## src/rtl/seg7_pkg.sv

```systemverilog
// Shared constants and types for the seven-segment pair reader.
// Segment patterns are active-low with bit6=g down to bit0=a.
package seg7_pkg;

   localparam logic [6:0] SEG_D0    = 7'b1000000;
   localparam logic [6:0] SEG_D1    = 7'b1111001;
   localparam logic [6:0] SEG_D2    = 7'b0100100;
   localparam logic [6:0] SEG_D3    = 7'b0110000;
   localparam logic [6:0] SEG_D4    = 7'b0011001;
   localparam logic [6:0] SEG_D5    = 7'b0010010;
   localparam logic [6:0] SEG_D6    = 7'b0000010;
   localparam logic [6:0] SEG_D7    = 7'b1011000;
   localparam logic [6:0] SEG_D8    = 7'b0000000;
   localparam logic [6:0] SEG_D9    = 7'b0010000;
   localparam logic [6:0] SEG_BLANK = 7'b1111111;

   localparam logic [3:0] DIG_BLANK     = 4'hF;
   localparam logic [3:0] DIG_ILLEGAL   = 4'hE;
   localparam logic [6:0] VALUE_INVALID = 7'd127;

   typedef enum logic {
      WAIT_FIRST,
      LOCKED
   } state_t;

   // Binary value of a decoded pair, VALUE_INVALID unless both digits are 0-9.
   function automatic logic [6:0] pair_value(input logic [3:0] ten, input logic [3:0] one);
      logic [6:0] v;
      if (ten <= 4'd9 && one <= 4'd9) begin
         v = ({3'b000, ten} * 7'd10) + {3'b000, one};
      end else begin
         v = VALUE_INVALID;
      end
      return v;
   endfunction

endpackage

```

## src/rtl/seg7_digit_decode.sv

```systemverilog
// Combinational seven-segment pattern to digit code decoder.
// Unknown patterns map to DIG_ILLEGAL, all-off maps to DIG_BLANK.
module seg7_digit_decode
   import seg7_pkg::*;
(
   input  logic [6:0] seg_i,
   output logic [3:0] code_o
);

   always_comb begin
      code_o = DIG_ILLEGAL;
      case (seg_i)
         SEG_D0:    code_o = 4'd0;
         SEG_D1:    code_o = 4'd1;
         SEG_D2:    code_o = 4'd2;
         SEG_D3:    code_o = 4'd3;
         SEG_D4:    code_o = 4'd4;
         SEG_D5:    code_o = 4'd5;
         SEG_D6:    code_o = 4'd6;
         SEG_D7:    code_o = 4'd7;
         SEG_D8:    code_o = 4'd8;
         SEG_D9:    code_o = 4'd9;
         SEG_BLANK: code_o = DIG_BLANK;
         default:   code_o = DIG_ILLEGAL;
      endcase
   end

endmodule

```

## src/rtl/seg7_pair_reader.sv

```systemverilog
// Receive-side monitor for a two-digit seconds display: debounces the segment
// pair, decodes it and checks that accepted values follow the seconds count.
//
// state      | meaning
// WAIT_FIRST | nothing accepted since reset; next acceptance is unchecked
// LOCKED     | at least one pair accepted; sequence check active
module seg7_pair_reader
   import seg7_pkg::*;
#(
   parameter int unsigned STABLE_CYCLES = 4
) (
   input  logic        i_clk,
   input  logic        i_rst_n,
   input  logic [6:0]  i_ten,
   input  logic [6:0]  i_one,
   input  logic        i_clear,
   output logic        o_valid,
   output logic [3:0]  o_ten_bcd,
   output logic [3:0]  o_one_bcd,
   output logic [6:0]  o_value,
   output logic        o_blank,
   output logic        o_illegal,
   output logic        o_seq_err,
   output logic [15:0] o_count
);

   localparam logic [7:0] STABLE_MAX = 8'(STABLE_CYCLES);

   state_t      state_q, state_d;
   logic [13:0] cand_q, cand_d;
   logic [7:0]  stab_q, stab_d;
   logic [13:0] last_q, last_d;
   logic        valid_q, valid_d;
   logic [3:0]  ten_bcd_q, ten_bcd_d;
   logic [3:0]  one_bcd_q, one_bcd_d;
   logic [6:0]  value_q, value_d;
   logic        blank_q, blank_d;
   logic        illegal_q, illegal_d;
   logic        seq_err_q, seq_err_d;
   logic [15:0] count_q, count_d;

   logic [13:0] pair_in;
   logic        differ;
   logic        reach;
   logic        accept;
   logic        violation;
   logic [3:0]  ten_code;
   logic [3:0]  one_code;
   logic [6:0]  new_value;
   logic [6:0]  expect_value;
   logic [15:0] count_base;

   seg7_digit_decode u_dec_ten (
      .seg_i  (i_ten),
      .code_o (ten_code)
   );

   seg7_digit_decode u_dec_one (
      .seg_i  (i_one),
      .code_o (one_code)
   );

   assign pair_in   = {i_ten, i_one};
   assign differ    = (pair_in != cand_q);
   assign new_value = pair_value(ten_code, one_code);

   always_comb begin
      state_d      = state_q;
      cand_d       = cand_q;
      stab_d       = stab_q;
      last_d       = last_q;
      valid_d      = 1'b0;
      ten_bcd_d    = ten_bcd_q;
      one_bcd_d    = one_bcd_q;
      value_d      = value_q;
      blank_d      = blank_q;
      illegal_d    = illegal_q;
      seq_err_d    = i_clear ? 1'b0 : seq_err_q;
      count_base   = i_clear ? 16'd0 : count_q;
      count_d      = count_base;
      expect_value = (value_q == 7'd99) ? 7'd0 : value_q + 7'd1;

      if (differ) begin
         cand_d = pair_in;
         stab_d = 8'd1;
      end else if (stab_q != STABLE_MAX) begin
         stab_d = stab_q + 8'd1;
      end

      // Acceptance only on the edge the count arrives at the threshold, so a
      // saturated hold never re-fires.
      reach  = (stab_d == STABLE_MAX) && (differ || stab_q != STABLE_MAX);
      accept = reach && ((state_q == WAIT_FIRST) || (pair_in != last_q));

      violation = accept && (state_q == LOCKED)
                  && (value_q != VALUE_INVALID) && (new_value != VALUE_INVALID)
                  && (new_value != 7'd0) && (new_value != expect_value);

      if (accept) begin
         state_d   = LOCKED;
         last_d    = pair_in;
         valid_d   = 1'b1;
         ten_bcd_d = ten_code;
         one_bcd_d = one_code;
         value_d   = new_value;
         blank_d   = (ten_code == DIG_BLANK) || (one_code == DIG_BLANK);
         illegal_d = (ten_code == DIG_ILLEGAL) || (one_code == DIG_ILLEGAL);
         if (count_base != 16'hFFFF) begin
            count_d = count_base + 16'd1;
         end
      end

      if (violation) begin
         seq_err_d = 1'b1;
      end
   end

   always_ff @(posedge i_clk) begin
      if (!i_rst_n) begin
         state_q   <= WAIT_FIRST;
         cand_q    <= {SEG_BLANK, SEG_BLANK};
         stab_q    <= 8'd0;
         last_q    <= {SEG_BLANK, SEG_BLANK};
         valid_q   <= 1'b0;
         ten_bcd_q <= DIG_BLANK;
         one_bcd_q <= DIG_BLANK;
         value_q   <= VALUE_INVALID;
         blank_q   <= 1'b0;
         illegal_q <= 1'b0;
         seq_err_q <= 1'b0;
         count_q   <= 16'd0;
      end else begin
         state_q   <= state_d;
         cand_q    <= cand_d;
         stab_q    <= stab_d;
         last_q    <= last_d;
         valid_q   <= valid_d;
         ten_bcd_q <= ten_bcd_d;
         one_bcd_q <= one_bcd_d;
         value_q   <= value_d;
         blank_q   <= blank_d;
         illegal_q <= illegal_d;
         seq_err_q <= seq_err_d;
         count_q   <= count_d;
      end
   end

   assign o_valid   = valid_q;
   assign o_ten_bcd = ten_bcd_q;
   assign o_one_bcd = one_bcd_q;
   assign o_value   = value_q;
   assign o_blank   = blank_q;
   assign o_illegal = illegal_q;
   assign o_seq_err = seq_err_q;
   assign o_count   = count_q;

endmodule

```

## config.mk

```make
export PLATFORM = sky130hd
export DESIGN_NAME = seg7_pair_reader
export DESIGN_NICKNAME = d
export VERILOG_FILES = /design/src/rtl/seg7_pkg.sv /design/src/rtl/seg7_digit_decode.sv /design/src/rtl/seg7_pair_reader.sv
export SDC_FILE = /design/constraint.sdc
export NUM_CORES = 1
export LEC_CHECK = 0
export CAP_MARGIN = 20
export CORE_MARGIN = 2
export CORE_UTILIZATION = 45
export DETAILED_ROUTE_END_ITERATION = 12
export GPL_ROUTABILITY_DRIVEN = 0
export PLACE_DENSITY_LB_ADDON = 0.05
export SLEW_MARGIN = 20
export SYNTH_ARGS = -nofsm -noshare
export SYNTH_HDL_FRONTEND = slang
export SYNTH_SLANG_ARGS = --single-unit
```

## constraint.sdc

```tcl
create_clock -name i_clk -period 7.1 [get_ports i_clk]
set_input_delay 1.065 -clock i_clk [delete_from_list [all_inputs] [get_ports i_clk]]
set_output_delay 1.065 -clock i_clk [all_outputs]
set_load 0.02 [all_outputs]
```

==> results.json, run 1 <==
{
  "path_clk_slew_ns": 0.08,
  "path_class": "in2reg",
  "grt_pass1_vias": 3502,
  "cpMostUsedCell": "ha_1",
  "cts_tree": "done",
  "yosysUniqueCellTypes": 69,
  "dp_hpwl_um": 7730,
  "nets": 599,
  "async_flop_share_pct": 0,
  "cp.required_ns": 7.38,
  "die_h_um": 103,
  "vias_per_cell": 5.47,
  "dp_cells": 692,
  "slew_viol_final": 0,
  "fin_skew_ns": 0.0207,
  "drive_gt1_share_pct": 5.74,
  "start_kind": "input pin",
  "hold_viol_final": 0,
  "ys.flop_type": "dfxtp_1",
  "synth_edf_count": 0,
  "synth_cells": 540,
  "power_density_nw_per_um2": 170,
  "root_buffer": "clkbuf_8",
  "final.fill_count": 957,
  "ys_warn_count": 0,
  "ant_nets": 0,
  "core_um2": 9640,
  "slew_headroom_pct": 55.6,
  "rows": 36,
  "ys_ff_latch": 72,
  "rrSetupSlack_ns": 3.38,
  "critPathTopFamily": "compound AO/OA/AOI/OAI gates",
  "grt_pass1_wl_um": 17600,
  "worst-path-buf-inv": 1,
  "ctsHoldBuffers": 0,
  "slowest_stage": "clkdlybuf4s50_1",
  "min-delay-path-class": "reg2reg",
  "finalSetupViolCount": 0,
  "grt.overflow.total": 0,
  "numPortBuffers": 51,
  "postCtsSetupRepairBufs": 0,
  "antenna_found_initial": 0,
  "clockBufferDepth": 2,
  "seq_area_frac_synth_pct": 32.6,
  "clk_latency_ns": 0.36,
  "area_delta_synth_final_pct": 17.3,
  "period_minus_slack_ns": 5.13,
  "setup_tns_ns": 0,
  "dieArea_um2": 10600,
  "finalCritPeriodShare_pct": 72.3,
  "grt_util_all_layers_pct": 21.1,
  "drc": 0,
  "rsz0062_at_grt": "false",
  "io_pins": 52,
  "cp.arrival_ns": 5.42,
  "post_cts_resized": 0,
  "syn_avg_cell_area_um2": 8.18,
  "multi_input_area_um2": 2770,
  "ir_worst_vdd_mv": 0.119,
  "drt_iter0_markers": 151,
  "dp_worst_setup_slack_ns": 1.60,
  "power.leakage_uw": 0.00196,
  "final_cells": 708,
  "cp_slowest_stage_delay_ns": 0.80,
  "worst_pin_slew_ns": 0.663,
  "dr.pass1.iters": 4,
  "antenna_cells": 0,
  "cts_buffers": 9,
  "synthesis.area_um2": 4420,
  "path_cells": "clkdlybuf4s50_1, or3b_1, a211o_1, and3_4, a21oi_1, nor2_1, ha_1, ha_1, fa_1, o2111ai_1, xnor2_1, o211ai_1, o211ai_2, mux2i_1, a211oi_2, a31oi_1",
  "synth_top_area_cell": "dfxtp_1",
  "cp-end-kind": "register",
  "cts_num_sinks": 72,
  "critical_path.max_fanout": 15,
  "finalWirelength_um": 10800,
  "fp.dieW_um": 103,
  "synthTopCellsByArea": "dfxtp_1, xnor2_1, nand2_1, nand3_1, xor2_1",
  "outcome": "completed",
  "finalWorstSetupSlack_ns": 1.97,
  "avgRoutedWirePerCell_um": 15.3,
  "maxCapViolCount": 0,
  "synth_top_area_share_pct": 32.6,
  "regArea_um2": 1440,
  "syn_nets": 569,
  "holdWs_ns": 0.485,
  "htree_levels": 3,
  "fmax_mhz": 195,
  "vias": 3870,
  "start_util_pct": 45.8,
  "grt_max_degree": 62
}
-- cell usage after synthesis, types with 2 or more instances --
master and instances:
dfxtp_1 72, nand2_1 56, xnor2_1 45, nor2_1 41, nand3_1 37, o21ai_0 23, xor2_1 19, clkbuf_1 18
nand2b_1 17, nand4_1 16, inv_1 14, and3_1 13, buf_2 12, o211ai_1 12, nor2b_1 11, ha_1 10
a21oi_1 9, and2_1 9, nor3_1 9, nor4_1 9, and4_1 5, nor3b_1 5, a21boi_0 4, nand3b_1 4
nand4b_1 4, or3_1 4, a211o_1 3, and4b_1 3, o2111ai_1 3, or4_1 3, a311oi_1 2, and3b_1 2
buf_4 2, buf_6 2, fa_1 2, nand4bb_1 2, nor4bb_1 2, o211a_1 2, o22ai_1 2, o311a_1 2
o31ai_1 2
-- worst reg2reg max path, delay by kind of cell, from the launching register on --
family | cells | cell delay (ns)
AOI/OAI and AO/OA | 2 | 0.72
xor gates and xnor gates | 1 | 0.14
buffers and inverters | 2 | 0.54
DFF | 1 | 0.41
and+or+nand+nor | 5 | 1.50
adders and majority gates | 1 | 0.30
-- state kept, by name, summed over array words and instances, names as in the netlist, 4 cells and up --
register,count
o_count,16
cand_q,14
last_q,14
stab_q,8
o_value,7
o_one_bcd,4
o_ten_bcd,4
-- cells in the final DEF (no fill, tap or decap), types with 10 or more instances in the layout --
cell / instances
dfxtp_1: 72
nand2_1: 56
clkdlybuf4s50_1: 50
xnor2_1: 45
nor2_1: 41
nand3_1: 37
o21ai_0: 23
xor2_1: 19
nand2b_1: 17
nand4_1: 16
inv_1: 14
and3_1: 13
o211ai_1: 12
nor2b_1: 11
ha_1: 10
-- final timing paths --
check | start | end | cells past startpoint
worst max-delay path | i_ten[1] | o_seq_err | 16
worst min-delay path | last_q[6] | last_q[6] | 2
worst max register to register | stab_q[0] | o_count[15] | 11
worst min register to register | last_q[6] | last_q[6] | 2
-- power by group --
part	internal [uW]	leakage (uW)	total [uW]	switching, uW
clock	198	0.000106	366	168
combinational	41.7	0.00127	103	61.4
sequential	408	0.000586	410	2.07
-- metrics by stage --
stage | cell area [um2] | util (%) | power [uW]
floorplan | 4420 | - | 496
global placement | 4960 | 51.4 | 520
finish | 5180 | 53.7 | 879
CTS | 5170 | 53.7 | 886
global route | 5180 | 53.7 | 914
detailed placement | 4960 | 51.4 | 523
-- routing by layer --
metal	part of all wire, %	vias to the layer above	global-route usage, %
met2	45	75	32.9
met1	50	1819	29.8
met4	1.2	0	5.47
li1	-	1965	-
met5	0	-	0
met3	3.3	11	4.41
-- area by class of cell --
cell class / instances / area share, %
multi-input cells: 418 / 53.5
clock buffers: 9 / 2.39
flip-flops and latches: 72 / 27.8
well taps: 133 / 3.21
inverters: 15 / 1.09
clock inverters: 7 / 1.81
repair buffers: 54 / 10.2
-- cell families (layout without fill, tap and decap cells) --
| kind of cell | Yosys count | after routing | share of synthesized area (%) |
|---|---|---|---|
| DFF | 72 | 72 | 32.6 |
| adders and majority gates | 12 | 12 | 3.74 |
| xor gates and xnor gates | 64 | 64 | 12.7 |
| buffers and inverters | 50 | 85 | 5.10 |
| muxes | 1 | 1 | 0.227 |
| AOI/OAI and AO/OA | 80 | 80 | 12.8 |
| and+or+nand+nor | 261 | 261 | 32.8 |
Power figures use the tool's default switching activity.
==> run 2: changes to the inputs <==
==> constraint.sdc (replaced) <==
create_clock -name i_clk -period 4.26 [get_ports i_clk]
set_input_delay 0.639 -clock i_clk [delete_from_list [all_inputs] [get_ports i_clk]]
set_output_delay 0.639 -clock i_clk [all_outputs]
set_load 0.02 [all_outputs]
==> run 2 against run 1 <==
  * Flip-flop and latch count did not move
  * Die area stayed put
  * Via count is 5.7% higher
  * Largest cell class unchanged
==> results.json, run 2 (same netlist as run 1, synthesis figures left out) <==
{
  "finalCritPeriodShare_pct": 96.0,
  "slew_headroom_pct": 60.7,
  "critical_path.max_fanout": 6,
  "period_minus_slack_ns": 4.09,
  "core_um2": 9640,
  "sw_frac_of_total_pct": 25.4,
  "stdcell_area_um2": 5580,
  "p_int_uw": 1120,
  "grt_util_all_layers_pct": 22.1,
  "reg2reg_to": "o_count[9]",
  "ant_nets": 0,
  "cp.required_ns": 4.56,
  "drc": 0,
  "p_seq_share_pct": 45.3,
  "cts_num_sinks": 72,
  "fp.dieW_um": 103,
  "worstHoldStart": "o_one_bcd[1]",
  "timing.rr.start": "stab_q[0]",
  "fin_skew_ns": 0.0104,
  "numPortBuffers": 51,
  "final.fill_count": 947,
  "clk_latency_ns": 0.37,
  "final_cell_mix": "dfxtp_1, nand2_1, buf_4, xnor2_1, clkdlybuf4s50_1",
  "worstSetupStartpoint": "i_ten[3]",
  "critPathTopFamily": "adder cells",
  "area_delta_synth_final_pct": 26.4,
  "pwr-share-comb_pct": 14.2,
  "nets": 646,
  "power_density_nw_per_um2": 270,
  "antenna_found_initial": 0,
  "maxCapViolCount": 0,
  "path_clk_slew_ns": 0.08,
  "vias_per_cell": 5.42,
  "cp-end-kind": "register",
  "slew_viol_final": 0,
  "ir_worst_vdd_mv": 0.266,
  "grt_pass1_wl_um": 18300,
  "setup_tns_ns": 0,
  "dr.pass1.iters": 5,
  "rows": 36,
  "grt_pass1_vias": 3800,
  "grt_max_degree": 61,
  "dieArea_um2": 10600,
  "finalWirelength_um": 11200,
  "clockBufferDepth": 2,
  "fmax_mhz": 244,
  "postPlaceCellArea_um2": 5300,
  "hold_path_end": "o_one_bcd[1]",
  "worst_hold_path.num_cells": 2,
  "largest_reg_flops": 16,
  "antenna_cells": 0,
  "power.leakage_uw": 0.00224,
  "root_buffer": "clkbuf_8",
  "die_h_um": 103,
  "min-delay-path-class": "reg2reg",
  "finalSetupViolCount": 0,
  "worst-path-buf-inv": 1,
  "cts_buffers": 9,
  "dp_hpwl_um": 8080,
  "outcome": "completed",
  "hold_viol_final": 0,
  "slowest_stage": "fa_1",
  "utilization_pct": 57.9,
  "path_class": "in2reg",
  "drive_gt1_share_pct": 14.1,
  "rrSetupSlack_ns": 1.21,
  "cts_tree": "done",
  "ff2ff_path_depth": 10,
  "cp_slowest_stage_delay_ns": 0.60,
  "io_pins": 52,
  "path_cells": "clkdlybuf4s15_1, or3_1, a2111o_1, and3_4, a21oi_4, nor2_2, ha_1, ha_1, fa_1, o2111ai_2, xnor2_2, or3_1, o211ai_2, mux2i_1, a211oi_2, a31oi_1",
  "p_sw_uw": 383,
  "grt.overflow.total": 0,
  "drt_iter0_markers": 205,
  "start_util_pct": 45.8,
  "worst_pin_slew_ns": 0.582,
  "p_total_uw": 1510,
  "avgRoutedWirePerCell_um": 14.8,
  "clkPwrFrac_pct": 40.5,
  "start_kind": "input pin",
  "vias": 4091,
  "final_common_cell": "dfxtp_1",
  "htree_levels": 3,
  "holdWs_ns": 0.476,
  "cp.arrival_ns": 4.39,
  "ctsHoldBuffers": 0
}
==> run 2: layout make-up <==
type | instances | area, um2 | share of cell area, %
clock inverter | 6 | 82.6 | 1.48
sequential | 72 | 1440 | 25.8
inverter | 15 | 56.3 | 1.01
tap | 133 | 166 | 2.98
multi-input combinational | 418 | 2810 | 50.3
clock buffer | 10 | 138 | 2.47
timing repair buffer | 101 | 890 | 15.9
==> run 2: worst reg2reg max path, delay by kind of cell (launching register included) <==
kind | cells | cell delay [ns]
fa+ha+maj | 1 | 0.30
compound gates | 2 | 0.69
flops | 1 | 0.42
xor+xnor | 1 | 0.15
simple gates | 5 | 1.30
buf+inv | 1 | 0.10
==> run 2: power by group through the flow <==
stage          combinational [uW]  sequential, uW  clock [uW]
2_1_floorplan                 128             699           0
3_3_place_gp                  204             699           0
3_5_place_dp                  205             699           0
4_1_cts                       209             683         633
5_1_grt                       234             684         661
6_report                      214             684         610
==> run 2: how the worst max path moves through the flow <==
stage	cells after the start	slack (ns)	end
detailed placement	16	-0.51	o_seq_err
global placement	16	-0.35	o_seq_err
global route	17	-0.03	o_value[6]
CTS	16	0.03	o_seq_err
finish	16	0.17	o_seq_err
floorplan	16	0.14	o_seq_err
==> run 2: repair_timing <==
item                       CTS  global route
pin swaps                    2             6
cloned                       0             0
setup buffers                1             0
setup endpoints to repair    1             2
resized for setup            2            18
==> run 2: routing by layer <==
| layer | up-vias | global-route usage [%] | routed length, um |
|---|---|---|---|
| met5 | - | 0 | 0 |
| met4 | 0 | 6.28 | 121 |
| met3 | 9 | 5.69 | 439 |
| met2 | 100 | 35.4 | 5240 |
| met1 | 1923 | 29.4 | 5370 |
| li1 | 2059 | - | - |
==> run 2: per-stage QoR <==
step,setup WS [ns],cells
2_1_floorplan,0.143,540
4_1_cts,0.0294,755
3_3_place_gp,-0.354,738
3_5_place_dp,-0.511,738
5_1_grt,-0.0305,755
6_report,0.169,755
